File: config.mk
export PLATFORM = sky130hd
export DESIGN_NAME = green_led_fader
export DESIGN_NICKNAME = d
export VERILOG_FILES = /design/src/rtl/green_led_fader_pkg.sv /design/src/rtl/led_fader_channel.sv /design/src/rtl/green_led_fader.sv
export SDC_FILE = /design/constraint.sdc
export NUM_CORES = 1
export LEC_CHECK = 0
export ABC_AREA = 0
export BUFFER_PORTS_ARGS = -buffer_cell sky130_fd_sc_hd__buf_2
export CORE_MARGIN = 2
export CORE_UTILIZATION = 35
export DETAILED_ROUTE_END_ITERATION = 10
export GPL_TIMING_DRIVEN = 0
export PLACE_DENSITY = 0.53
export SYNTH_ARGS = -nofsm -noshare
export SYNTH_HDL_FRONTEND = slang
export SYNTH_SLANG_ARGS = --single-unit
File: constraint.sdc
create_clock -name clk -period 5.6 [get_ports clk]
set_input_delay 1.12 -clock clk [delete_from_list [all_inputs] [get_ports clk]]
set_output_delay 1.12 -clock clk [all_outputs]
set_load 0.005 [all_outputs]
File: src/rtl/green_led_fader_pkg.sv
// rtl/green_led_fader_pkg.sv - shared constants, CSR address map and helpers for the green LED fader
package green_led_fader_pkg;

    localparam int PWM_MAX = 255;

    typedef enum logic [1:0] {
        CSR_STEP   = 2'd0,
        CSR_CTRL   = 2'd1,
        CSR_STATUS = 2'd2,
        CSR_RSVD   = 2'd3
    } csr_addr_e;

    localparam logic [1:0] ADDR_STEP   = CSR_STEP;
    localparam logic [1:0] ADDR_CTRL   = CSR_CTRL;
    localparam logic [1:0] ADDR_STATUS = CSR_STATUS;

    localparam int CTRL_BYPASS_BIT = 0;

    // A programmed period of zero is treated as one clock per step.
    function automatic logic [15:0] eff_period(input logic [15:0] p);
        return (p == 16'd0) ? 16'd1 : p;
    endfunction

endpackage

File: src/rtl/led_fader_channel.sv
// rtl/led_fader_channel.sv - one LED channel: saturating brightness level and registered PWM compare
module led_fader_channel #(
    parameter int PWM_BITS = 8
) (
    input  logic                clk,
    input  logic                reset_n,
    input  logic                tick,
    input  logic                target,
    input  logic                bypass,
    input  logic [PWM_BITS-1:0] pwm_cnt,
    output logic                busy,
    output logic                led_out
);

    localparam logic [PWM_BITS-1:0] LVL_MAX = '1;

    logic [PWM_BITS-1:0] lvl;

    always_ff @(posedge clk or negedge reset_n) begin
        if (!reset_n) begin
            lvl     <= '0;
            led_out <= 1'b0;
        end else begin
            if (tick) begin
                if (target && (lvl != LVL_MAX)) begin
                    lvl <= lvl + 1'b1;
                end else if (!target && (lvl != '0)) begin
                    lvl <= lvl - 1'b1;
                end
            end
            // pwm_cnt never reaches LVL_MAX, so a full level is solid on
            led_out <= bypass ? target : (pwm_cnt < lvl);
        end
    end

    assign busy = target ? (lvl != LVL_MAX) : (lvl != '0);

endmodule

File: src/rtl/green_led_fader.sv
// rtl/green_led_fader.sv - PWM fader between the green LED PIO port and the LED pins; CSR block under GREEN_LED_FADER_CSR_EN
module green_led_fader
    import green_led_fader_pkg::*;
#(
    parameter int N_LEDS       = 9,
    parameter int PWM_BITS     = 8,
    parameter int STEP_DEFAULT = 1024
) (
    input  logic              clk,
    input  logic              reset_n,
    input  logic [N_LEDS-1:0] led_in,
    input  logic [1:0]        address,
    input  logic              chipselect,
    input  logic              write_n,
    input  logic [15:0]       writedata,
    output logic [15:0]       readdata,
    output logic [N_LEDS-1:0] led_out
);

    localparam logic [15:0]         STEP_RST = 16'(STEP_DEFAULT);
    localparam logic [PWM_BITS-1:0] PWM_LAST = {{(PWM_BITS-1){1'b1}}, 1'b0};

    logic [N_LEDS-1:0]   target;
    logic [N_LEDS-1:0]   busy;
    logic [15:0]         step_period;
    logic [15:0]         presc;
    logic [15:0]         period_last;
    logic [PWM_BITS-1:0] pwm_cnt;
    logic                tick;
    logic                bypass;

    assign period_last = eff_period(step_period) - 16'd1;
    // >= rather than == so a shortened period takes effect immediately
    assign tick        = (presc >= period_last);

    always_ff @(posedge clk or negedge reset_n) begin
        if (!reset_n) begin
            presc   <= '0;
            pwm_cnt <= '0;
            target  <= '0;
        end else begin
            presc   <= tick ? 16'd0 : presc + 16'd1;
            pwm_cnt <= (pwm_cnt == PWM_LAST) ? '0 : pwm_cnt + 1'b1;
            target  <= led_in;
        end
    end

`ifdef GREEN_LED_FADER_CSR_EN
    logic [15:0] step_q;
    logic        ctrl_bypass;
    logic        csr_wr;

    assign csr_wr = chipselect && !write_n;

    always_ff @(posedge clk or negedge reset_n) begin
        if (!reset_n) begin
            step_q      <= STEP_RST;
            ctrl_bypass <= 1'b0;
        end else if (csr_wr) begin
            case (csr_addr_e'(address))
                CSR_STEP: step_q      <= writedata;
                CSR_CTRL: ctrl_bypass <= writedata[CTRL_BYPASS_BIT];
                default:  ;
            endcase
        end
    end

    always_comb begin
        readdata = '0;
        case (csr_addr_e'(address))
            CSR_STEP:   readdata = step_q;
            CSR_CTRL:   readdata[CTRL_BYPASS_BIT] = ctrl_bypass;
            CSR_STATUS: readdata[N_LEDS-1:0] = busy;
            default:    readdata = '0;
        endcase
    end

    assign step_period = step_q;
    assign bypass      = ctrl_bypass;
`else
    logic unused_csr;

    assign unused_csr  = ^{address, chipselect, write_n, writedata, busy};
    assign step_period = STEP_RST;
    assign bypass      = 1'b0;
    assign readdata    = '0;
`endif

    for (genvar i = 0; i < N_LEDS; i++) begin : g_ch
        led_fader_channel #(
            .PWM_BITS(PWM_BITS)
        ) u_ch (
            .clk    (clk),
            .reset_n(reset_n),
            .tick   (tick),
            .target (target[i]),
            .bypass (bypass),
            .pwm_cnt(pwm_cnt),
            .busy   (busy[i]),
            .led_out(led_out[i])
        );
    end

endmodule

==> After elaboration in Yosys (flattened, before gate mapping) <==
Cells that the tools add are included.
Widths: inputs -> output; s select.
{ "word_totals": {"input_bits": 31, "output_inout_bits": 25, "elab_cells": 135, "ff_bits": 114} }
{ "op_classes": {"eq_ne": 10, "magnitude_cmp": 10, "reduce_logical": 54, "add_sub_neg": 20, "mux": 20} }
{ "ops": {"columns": ["op", "n"], "rows": [
  ["$mux 8", 19],
  ["$add 8x1->8 const B", 10],
  ["$lt 8x8->1", 9],
  ["$ne 8x8->1 const B", 9],
  ["$reduce_bool 8->1", 9],
  ["$sub 8x1->8 const B", 9],
  ["$logic_and 1x1->1", 18],
  ["$reduce_and 2->1", 9],
  ["$reduce_bool 2->1", 9],
  ["$add 16x1->16 const B", 1],
  ["$ge 16x10->1 const B", 1],
  ["$mux 16", 1],
  ["$logic_not 1->1", 9],
  ["$eq 8x8->1 const B", 1]
]} }

==> Logic depth before layout (Yosys ltp) <==
{ "logic_depth": {"word_depth": 4, "ltp_mapped": 9, "depth_no_buf": 9} }

==> Hierarchy <==
A second synthesis with hierarchy kept.
{ "unflattened": {"hier_cells": 905, "hier_area_um2": 8966.1} }
{ "by_module_without_submodules": {"columns": ["module", "cells_each", "area_per_inst_um2", "seq_area_each_um2", "instances"], "rows": [
  ["led_fader_channel", 87, 839.6, 225.2, 9],
  ["green_led_fader", 122, 1410.1, 825.8, 1]
]} }

==> Worst setup path before layout <==
OpenSTA, ideal clock, no wires.
{ "synth_path": {"path_kind": "register to register", "start": "register g_ch[6].u_ch.lvl[0]", "end": "register g_ch[6].u_ch.lvl[5]", "stages_incl_launch_ff": 10, "path_slack_ns": 3.366, "setup_time_ns": 0.125, "required_time_ns": 5.475, "period_less_slack_ns": 2.234, "path_buffers": 0, "arrival_time_ns": 2.109, "cell_sequence": "dfrtp_1 > nand4_1 > o21a_1 > inv_1 > ha_1 > a211oi_1 > o21bai_1 > a21oi_1 > xnor2_1 > mux2_4"} }
{ "synth_via": {"elab_chain_cells": 4, "word_cells_on_any_way": 10, "cone_classes": "2 x add/sub; 1 x eq/ne; 2 x mux; 5 x reduce/logical"} }
{ "synth_lines": {"columns": ["item", "line_no", "rtl"], "rows": [
  ["from (decl)", "led_fader_channel.sv:17", "logic [PWM_BITS-1:0] lvl;"],
  ["from (signal assigned)", "led_fader_channel.sv:26", "lvl <= lvl + 1'b1;"],
  ["from (signal assigned)", "led_fader_channel.sv:28", "lvl <= lvl - 1'b1;"],
  ["parallel branches: the longest is 4 deep, another holds $sub 8x1->8", null, null]
]} }
Several ways; the timed one is not identified. The select of a mux whose other input is x is not followed.
A chain may end at the register's enable or synchronous reset.

==> Worst setup path after layout <==
{ "layout_path": {"start": "register g_ch[1].u_ch.lvl[0]", "end": "register g_ch[1].u_ch.lvl[6]"} }
{ "layout_via": {"elab_chain_cells": 4, "word_cells_on_any_way": 10, "cone_classes": "2 x add/sub; 1 x eq/ne; 2 x mux; 5 x reduce/logical"} }
{ "layout_lines": {"columns": ["item", "line_no"], "rows": [
  ["from (decl)", "led_fader_channel.sv:17"],
  ["from (signal assigned)", "led_fader_channel.sv:26"],
  ["from (signal assigned)", "led_fader_channel.sv:28"],
  ["parallel branches: the longest is 4 deep, another holds $sub 8x1->8", null]
]} }
Several ways; the timed one is not identified. The select of a mux whose other input is x is not followed.

==> results_dict.tcl <==
set metrics [dict create \
    antenna_found_initial 0 \
    dieArea_um2 26400 \
    syn_area_um2 8780 \
    power.switching_mw 2.05 \
    ys.warnings.count 0 \
    start_util_pct 35.9 \
    cts_setup_buffers 0 \
    p_int_mw 3.14 \
    synth_compound_area_share_pct 18.0 \
    r2r_setup_slack_ns 3.11 \
    drv_slew 0 \
    grt_max_degree 65 \
    final-hold-violation-count 0 \
    clock_latency_ns 0.42 \
    synth.distinct_cells 39 \
    cp_max_fo 7 \
    crit_path_end_kind "flop" \
    fin_skew_ns 0.0140 \
    synth_top_family_by_area "adder cells" \
    crit_required_ns 5.89 \
    clk_path_buf_depth 2 \
    cts_buffers 17 \
    grt_usage_pct 14.7 \
    arrival_ns 2.78 \
    swShare_pct 39.5 \
    fp.dieH_um 162 \
    fmax_ghz 0.401 \
    synth_adder_area_share_pct 19.2 \
    tightest_slew_ns 0.691 \
    cts_root_buf "clkbuf_16" \
    cts-hold-fix-buffers 0 \
    r2r-start "g_ch[1].u_ch.lvl[0]$_DFFE_PN0P_" \
    vdd_drop_max_v 0.000154 \
    hp-class "flop to flop" \
    setup_viol 0 \
    crit_type "flop to flop" \
    first_global_vias 6349 \
    routed_wl_mm 17.6 \
    num_vias 6276 \
    slew-limit-headroom_pct 53.9 \
    area.growth.synth_to_final_pct 13.3 \
    grt_pass1_wl_mm 31.0 \
    gr-total-overflow 0 \
    ys_ff_latch 114 \
    post-route-period-util_pct 44.5 \
    dp.cells 1274 \
    drc_errors 0 \
    r2r-end "g_ch[1].u_ch.lvl[6]$_DFFE_PN0P_" \
    seqCellArea_um2 2850 \
    status "complete, no violations" \
    num_antenna_cells 0 \
    holdPathEnd "presc[0]$_DFF_PN0_" \
    stdcell_count 1306 \
    p_seq_share_pct 30.3 \
    fillerInstances 2446 \
    multi_input_area_um2 5370 \
    clock_power_share_pct 20.1 \
    dr.pass1.iters 4 \
    synthMuxAreaShare_pct 4.23 \
    drive_gt1_share_pct 13.5 \
    combPwrFrac_pct 49.6 \
    cellLeakagePower_nw 4.70 \
    cts_tree "yes" \
    dpl.hpwl_mm 12.4 \
    synthCells 909 \
    whs_path_depth 1 \
    min_period_ns 2.49 \
    cts-htree-levels 4 \
    seq_area_frac_synth_pct 32.5 \
    clk_pin_slew_worst_paths_ns 0.05 \
    wl_per_cell_um 13.5 \
    min_from "presc[0]$_DFF_PN0_" \
    cap_violations 0 \
    drt_iter0_markers 190 \
    setup_tns_ns 0 \
    rsz0062_at_grt "no" \
    ant_nets 0 \
    ios 56 \
    fin_nets 1129 \
    die_x_um 162 \
    start_kind "flop" \
    synthXorXnorAreaFrac_pct 7.58 \
    power_density_nw_per_um2 522 \
    coreArea_um2 24500 \
    fin_total_pwr_mw 5.19 \
    io_buffers 19 \
    syn_avg_cell_area_um2 9.66 \
    yosys.area_share.simple_pct 11.2 \
    cts_resized 0 \
    rows 57 \
    place_congestion 0.755 \
    clock_sinks 114 \
    viasPerCell 4.81 \
    reg2reg_depth 9 \
]
## cell usage after synthesis
library cell	n	area share, %
or3_1	1	0.071
nand2_1	58	2.5
dfrtp_1	114	32
buf_6	10	1.3
or2_1	1	0.071
o21ai_1	3	0.17
o211ai_1	18	1.5
buf_4	25	2.1
ha_1	120	17
o21a_1	10	0.86
a211oi_1	9	0.77
o21ai_0	42	2.4
a21o_1	38	3.2
mux2_2	9	1.2
buf_12	1	0.23
a221oi_1	8	0.80
a21oi_1	82	4.7
nor2_1	57	2.4
xnor2_1	40	4.0
xor2_1	36	3.6
and3_1	9	0.64
fa_1	9	2.1
clkbuf_1	2	0.086
conb_1	1	0.043
nand2_2	1	0.071
and3_4	1	0.13
mux2_4	18	3.1
o22ai_4	7	1.6
nand2b_1	9	0.64
inv_1	83	3.5
nor4_2	1	0.14
o21bai_1	9	0.77
nand4_1	20	1.4
nand3_1	17	0.97
a21oi_2	9	0.90
and4_1	2	0.20
o22ai_2	2	0.29
nor2b_1	9	0.64
nor4_1	18	1.3
## per-layer routing
metal  up-vias  routed length, µm  track usage [%]
li1       3317                  -                -
met1      2896               8710             19.1
met2        45               8330             24.7
met3        18                268             2.47
met4         0                305             5.39
met5         -                  0                0
## layout by cell type, fill, tap and decap left out, types with 36 or more instances in the layout
cell / n
a21o_1: 38
a21oi_1: 82
dfrtp_1: 114
ha_1: 120
inv_1: 83
nand2_1: 58
nor2_1: 57
o21ai_0: 42
xnor2_1: 40
xor2_1: 36
## sequential cells by signal (all words and copies together), names as in the netlist
signal,count
g_ch.u_ch.led_out,9
pwm_cnt,8
target,9
g_ch.u_ch.lvl,72
presc,16
## area by class of cell
cell class                 instances  area share [%]
buffer                            38            3.30
clock buffer                      20            4.39
clock inverter                    12            1.17
inverter                          83            3.13
multi-input combinational        695            54.0
sequential                       114            28.7
tap                              324            4.08
timing repair buffer              20            1.30
## through the flow
| step | instance area [µm²] | hold WS (ns) | worst slack [ns] | utilization [%] |
|---|---|---|---|---|
| detailed placement | 9390 | 0.479 | 3.08 | 38.4 |
| CTS | 9940 | 0.486 | 3.08 | 40.7 |
| finish | 9940 | 0.483 | 3.11 | 40.7 |
| global route | 9940 | 0.512 | 2.83 | 40.7 |
| global placement | 9360 | 0.476 | 1.77 | 38.3 |
| floorplan | 8860 | 0.455 | 3.37 | - |
## critical path: stages (launching register included)
cell and delay [ns]:
dfrtp_1 0.49, nand4_1 0.14, o21a_1 0.22, inv_1 0.19, fa_1 0.44, a21oi_1 0.24
o211ai_1 0.14, a21oi_1 0.19, xnor2_1 0.08, mux2_4 0.26
## how the worst max path moves through the flow
stage / from / endpoint / slack [ns] / depth (start not counted)
after global placement: reset_n / g_ch[6].u_ch.lvl[5]$_DFFE_PN0P_ / 1.77 / 1
after floorplan: g_ch[6].u_ch.lvl[0]$_DFFE_PN0P_ / g_ch[6].u_ch.lvl[5]$_DFFE_PN0P_ / 3.37 / 9
after CTS: g_ch[0].u_ch.lvl[0]$_DFFE_PN0P_ / g_ch[0].u_ch.lvl[5]$_DFFE_PN0P_ / 3.08 / 9
after global routing: g_ch[5].u_ch.lvl[0]$_DFFE_PN0P_ / g_ch[5].u_ch.lvl[5]$_DFFE_PN0P_ / 2.83 / 9
after detailed placement: g_ch[0].u_ch.lvl[0]$_DFFE_PN0P_ / g_ch[0].u_ch.lvl[5]$_DFFE_PN0P_ / 3.08 / 9
final: g_ch[1].u_ch.lvl[0]$_DFFE_PN0P_ / g_ch[1].u_ch.lvl[6]$_DFFE_PN0P_ / 3.11 / 9
## power groups by stage
stage / logic, mW / registers, mW / clock network (mW)
floorplan: 2.20 / 1.45 / 0
global placement: 2.55 / 1.59 / 0
detailed placement: 2.60 / 1.59 / 0
CTS: 2.61 / 1.58 / 1.07
global route: 3.00 / 1.65 / 1.11
finish: 2.57 / 1.57 / 1.04
## kinds of logic after synthesis
logic type / after synthesis
DFF: 114
adders and majority gates: 129
AOI/OAI and AO/OA: 237
and+or+nand+nor: 204
muxes: 27
buffers and inverters: 121
xor gates and xnor gates: 76
other: 1
Power figures use the tool's default switching activity.
